`src/rtl/cpu_addr_decoder_bus.sv`:
```
// Address decoder / bus bridge: one CPU master to NUM_SLV register slaves.
// Each CPU access is decoded to a slave region, waits for that slave's ready
// (bounded by TIMEOUT cycles) and completes with a one-cycle cpu_ready pulse.
// Unmapped addresses and timeouts complete with cpu_err=1 and cpu_rdata=0.
module cpu_addr_decoder_bus #(
    parameter int ADDR_W  = 8,
    parameter int DATA_W  = 8,
    parameter int NUM_SLV = 8,
    parameter int SLV_AW  = 3,
    parameter int TIMEOUT = 16
) (
    input  logic                        clk,
    input  logic                        rst,
    input  logic                        cpu_sel,
    input  logic                        cpu_wr,
    input  logic [ADDR_W-1:0]           cpu_addr,
    input  logic [DATA_W-1:0]           cpu_wdata,
    output logic [DATA_W-1:0]           cpu_rdata,
    output logic                        cpu_ready,
    output logic                        cpu_err,
    output logic [NUM_SLV-1:0]          slv_sel,
    output logic                        slv_wr,
    output logic [SLV_AW-1:0]           slv_addr,
    output logic [DATA_W-1:0]           slv_wdata,
    input  logic [NUM_SLV*DATA_W-1:0]   slv_rdata,
    input  logic [NUM_SLV-1:0]          slv_ready
);

    localparam int IDX_W = ADDR_W - SLV_AW;
    // Wide enough to hold TIMEOUT-1 even when TIMEOUT is 1.
    localparam int CNT_W = $clog2(TIMEOUT + 1);

    typedef enum logic [1:0] {IDLE, ACCESS, RESP} state_t;

    typedef struct packed {
        logic              wr;
        logic [SLV_AW-1:0] addr;
        logic [DATA_W-1:0] wdata;
    } slv_req_t;

    state_t                          state;
    slv_req_t                        req_q;
    logic [NUM_SLV-1:0]              sel_q;
    logic [CNT_W-1:0]                cnt;

    logic [IDX_W-1:0]                idx;
    logic                            mapped;
    logic [NUM_SLV-1:0]              dec;
    logic [NUM_SLV-1:0]              hit;
    logic [NUM_SLV-1:0][DATA_W-1:0]  lane_rd;
    logic [DATA_W-1:0]               rd_mux;
    logic                            ready_hit;

    assign idx    = cpu_addr[ADDR_W-1:SLV_AW];
    assign mapped = 32'(idx) < 32'(NUM_SLV);

    // Per-slave lane: region decode, and ready/rdata gated by the registered
    // one-hot select so unselected slaves can never complete an access.
    for (genvar k = 0; k < NUM_SLV; k++) begin : g_lane
        assign dec[k]     = (idx == IDX_W'(k));
        assign hit[k]     = sel_q[k] & slv_ready[k];
        assign lane_rd[k] = sel_q[k] ? slv_rdata[k*DATA_W +: DATA_W] : '0;
    end

    // At most one lane is non-zero, so an OR tree is the read mux.
    always_comb begin
        rd_mux = '0;
        for (int k = 0; k < NUM_SLV; k++) begin
            rd_mux = rd_mux | lane_rd[k];
        end
    end

    assign ready_hit = |hit;

    assign slv_sel   = sel_q;
    assign slv_wr    = req_q.wr;
    assign slv_addr  = req_q.addr;
    assign slv_wdata = req_q.wdata;

    // Access FSM with all CPU- and slave-facing outputs registered.
    always_ff @(posedge clk) begin
        if (rst) begin
            state     <= IDLE;
            cpu_ready <= 1'b0;
            cpu_err   <= 1'b0;
            cpu_rdata <= '0;
            sel_q     <= '0;
            req_q     <= '0;
            cnt       <= '0;
        end else begin
            case (state)
                IDLE: begin
                    cpu_ready <= 1'b0;
                    cpu_err   <= 1'b0;
                    if (cpu_sel) begin
                        if (mapped) begin
                            state       <= ACCESS;
                            sel_q       <= dec;
                            req_q.wr    <= cpu_wr;
                            req_q.addr  <= cpu_addr[SLV_AW-1:0];
                            req_q.wdata <= cpu_wdata;
                            cnt         <= '0;
                        end else begin
                            state     <= RESP;
                            cpu_ready <= 1'b1;
                            cpu_err   <= 1'b1;
                            cpu_rdata <= '0;
                        end
                    end
                end
                ACCESS: begin
                    // Ready is checked first so it wins over a same-cycle timeout.
                    if (ready_hit) begin
                        state     <= RESP;
                        cpu_ready <= 1'b1;
                        cpu_err   <= 1'b0;
                        sel_q     <= '0;
                        if (!req_q.wr) begin
                            cpu_rdata <= rd_mux;
                        end
                    end else if (cnt == CNT_W'(TIMEOUT - 1)) begin
                        state     <= RESP;
                        cpu_ready <= 1'b1;
                        cpu_err   <= 1'b1;
                        cpu_rdata <= '0;
                        sel_q     <= '0;
                    end else begin
                        cnt <= cnt + CNT_W'(1);
                    end
                end
                RESP: begin
                    state     <= IDLE;
                    cpu_ready <= 1'b0;
                    cpu_err   <= 1'b0;
                end
                default: begin
                    state     <= IDLE;
                    cpu_ready <= 1'b0;
                    cpu_err   <= 1'b0;
                    sel_q     <= '0;
                end
            endcase
        end
    end

endmodule

```
`config.mk`:
```
export PLATFORM = sky130hd
export DESIGN_NAME = cpu_addr_decoder_bus
export DESIGN_NICKNAME = d
export VERILOG_FILES = /design/src/rtl/cpu_addr_decoder_bus.sv
export SDC_FILE = /design/constraint.sdc
export NUM_CORES = 1
export LEC_CHECK = 0
export BUFFER_PORTS_ARGS = -buffer_cell sky130_fd_sc_hd__buf_2
export CORE_ASPECT_RATIO = 2
export CORE_MARGIN = 5
export CORE_UTILIZATION = 43
export CTS_BUF_LIST = sky130_fd_sc_hd__clkbuf_16
export DETAILED_ROUTE_END_ITERATION = 10
export PLACE_DENSITY = 0.87
export SYNTH_ARGS = -nofsm -noshare
export SYNTH_HDL_FRONTEND = slang
export SYNTH_SLANG_ARGS = --single-unit
```
`constraint.sdc`:
```
create_clock -name clk -period 2.3 [get_ports clk]
set_clock_uncertainty 0.15 [all_clocks]
set_input_delay 0.575 -clock clk [delete_from_list [all_inputs] [get_ports clk]]
set_output_delay 0.575 -clock clk [all_outputs]
set_load 0.01 [all_outputs]
```
==> flow_metrics.tcl <==
set metrics [dict create \
    grt_overflow 0 \
    grtUsageMet2_pct 41.8 \
    drtIter0Drc 81 \
    drive_gt1_share_pct 40.1 \
    synthAdderAreaFrac_pct 1.24 \
    timing.rr.start "cnt[0]" \
    use_met1_pct 22.3 \
    tritoncts "done" \
    rsz0062_at_grt "no" \
    clockRootBuffer "clkbuf_16" \
    cp_max_fo 9 \
    diodes 0 \
    grt_antenna_before_repair 0 \
    synth-seq-area-share_pct 36.7 \
    grt.busiest_layer "met2" \
    clock_latency_ps 280 \
    cp-endpoint "slv_sel[7]" \
    met3_usage_pct 5.66 \
    die_w_um 58.4 \
    path_clk_slew_ps 50 \
    leakage_nw 1.29 \
    grt_use_total_pct 23.2 \
    yosysUniqueCellTypes 38 \
    syn2layout_area_growth_pct 43.5 \
    die_height_um 107 \
    first_pass_iters 4 \
    synth.mux.area_fraction_pct 3.97 \
    ctsHoldBuffers 0 \
    cts_made_buffers 5 \
    ir_drop_v 0.000627 \
    synth_seq_cells 37 \
    tightest_slew_ps 851 \
    power_frac_seq_pct 41.2 \
    relSlewSlack_pct 42.9 \
    synth_ff_type "dfxtp_1" \
    first_global_vias 2541 \
    hold_violations 0 \
    cts_buffer_depth 2 \
    post_cts_resized 0 \
    fillers 433 \
    p_clk_share_pct 46.8 \
    synth_compound_area_share_pct 27.3 \
    arrival_ps 2210 \
    post-route-period-util_pct 93.9 \
    totalWireLength_mm 7.18 \
    portBuffers 121 \
    ctsHtreeMaxLevel 2 \
    ant_nets 0 \
    max_freq_mhz 463 \
    outcome "finished clean" \
    internal_power_w 0.00125 \
    vias 2472 \
    core-area_mm2 0.00460 \
    end_kind "register" \
    nNetsFinal 467 \
    syn-num-nets 341 \
    switching_share_pct 22.3 \
    syn_inst 247 \
    ys_async_sr_fraction_pct 0 \
    initial_core_util_pct 43.8 \
    finalSetupViolations 0 \
    ios 122 \
    yosys_warnings 0 \
    grt_pass1_wl_mm 11.3 \
    finalInstanceArea_mm2 0.00289 \
    crit_start "cnt[0]" \
    grt_max_degree 28 \
    syn-cell-area_mm2 0.00202 \
    synth_edf_count 0 \
    synth-simple-area-share_pct 24.5 \
    synth_top_family_by_area "compound AO/OA/AOI/OAI gates" \
    worstRegToRegCells 6 \
    switching_power_w 0.000359 \
    hp-class "register to register" \
    synth_xor_area_share_pct 0 \
    seq_area_um2 741 \
    p_per_area_mw_per_mm2 557 \
    period_needed_ps 2160 \
    r2r_end "slv_sel[7]" \
    post-cts-setup-buffers 0 \
    globalplace.congestion 0.838 \
    crit_required_ps 2350 \
    final_util_pct 62.9 \
    postPlaceCellArea_mm2 0.00273 \
    dieArea_mm2 0.00624 \
    rows 35 \
    synth.avg_cell_area_um2 8.16 \
    hpwl_mm 5.73 \
    combPwrFrac_pct 12.1 \
    drc 0 \
    drv_cap 0 \
    viasPerCell 5.76 \
    setup_tns_ps 0 \
    start_kind "register" \
    multi_input_area_mm2 0.00115 \
    clkSinkCount 37 \
    crit_type "register to register" \
    slew_viol_final 0 \
    wire_per_inst_um 16.7 \
    reg2reg_slack_ps 140 \
]
## placed cells by master, fill, tap and decap left out, types with 4 or more instances in the layout
cell         n
a22oi_1     32
nand2_1     42
clkbuf_16    5
a22oi_2      4
o311ai_0     8
inv_1       12
mux2i_1      8
buf_4       16
nand3_1     10
dfxtp_1     37
a21oi_1     17
nand4_1     17
nor2_1       5
buf_2      121
## state kept, by name, summed over array words and instances (netlist names)
name / count
cnt: 5
cpu_ready: 1
slv_addr: 3
slv_wr: 1
cpu_rdata: 8
state: 2
cpu_err: 1
slv_sel: 8
slv_wdata: 8
## cell usage after synthesis (all sizes together) (3+ instances only)
cell type | instances | share of area [%]
nor2 | 5 | 0.93
nor3 | 3 | 0.74
a21oi | 17 | 4.2
a21boi | 3 | 1.1
o31ai | 3 | 1.1
dfxtp | 37 | 37
a22oi | 36 | 14
clkbuf | 8 | 1.6
inv | 11 | 2.0
nand4 | 18 | 6.3
nand3 | 10 | 2.5
buf | 10 | 2.4
nand2 | 42 | 7.8
and2 | 3 | 0.93
or4 | 3 | 1.1
o311ai | 8 | 3.5
mux2i | 8 | 4.0
## power by group through the flow
stage	Combinational [W]	Clock, W	Sequential, W
4_1_cts	0.000194	0.000763	0.000663
5_1_grt	0.000214	0.000784	0.000665
3_3_place_gp	0.000189	0	0.000677
3_5_place_dp	0.000194	0	0.000677
2_1_floorplan	0.0000716	0	0.000680
6_report	0.000195	0.000753	0.000664
## logic make-up (layout without fill, tap and decap cells)
kind of cell,count (synthesis),after routing
muxes,8,8
adders and majority gates,2,2
and+or+nand+nor,96,96
AOI/OAI and AO/OA,74,74
DFF,37,37
buffers and inverters,30,157
## cell type report
| cell class | count | area share, % |
|---|---|---|
| clock buffer | 5 | 4.33 |
| clock inverter | 3 | 1.30 |
| inverter | 12 | 1.56 |
| multi-input combinational | 180 | 39.7 |
| sequential | 37 | 25.6 |
| tap | 55 | 2.38 |
| timing repair buffer | 137 | 25.1 |
## stage by stage
stage	worst slack [ps]	hold slack (ps)	cells	power [W]
5_1_grt	5.16	325	429	0.00166
3_3_place_gp	251	291	421	0.000866
3_5_place_dp	170	297	421	0.000871
2_1_floorplan	334	297	247	0.000752
6_report	140	303	429	0.00161
4_1_cts	162	305	429	0.00162
## how the worst min path moves through the flow
stage	end	slack, ps	from	cells after the start
2_1_floorplan	cnt[3]	300	cnt[3]	2
3_3_place_gp	slv_wdata[2]	290	slv_wdata[2]	2
3_5_place_dp	slv_wdata[1]	300	slv_wdata[1]	2
4_1_cts	slv_wdata[1]	310	slv_wdata[1]	2
5_1_grt	slv_wdata[6]	330	slv_wdata[6]	2
6_report	slv_wdata[6]	300	slv_wdata[6]	2
## critical path: stages, from the launching register on
cell,delay [ps]
dfxtp_1,340
ha_1,220
and3_1,180
ha_1,210
nand2b_1,310
o22ai_4,410
mux2i_1,260
## layer usage
metal / vias up / part of all wire [%]
li1: 1178 / -
met1: 1150 / 35
met2: 123 / 51
met3: 21 / 8.3
met4: 0 / 5.0
met5: - / 0
Note: power is estimated with default switching activity, not from simulation.
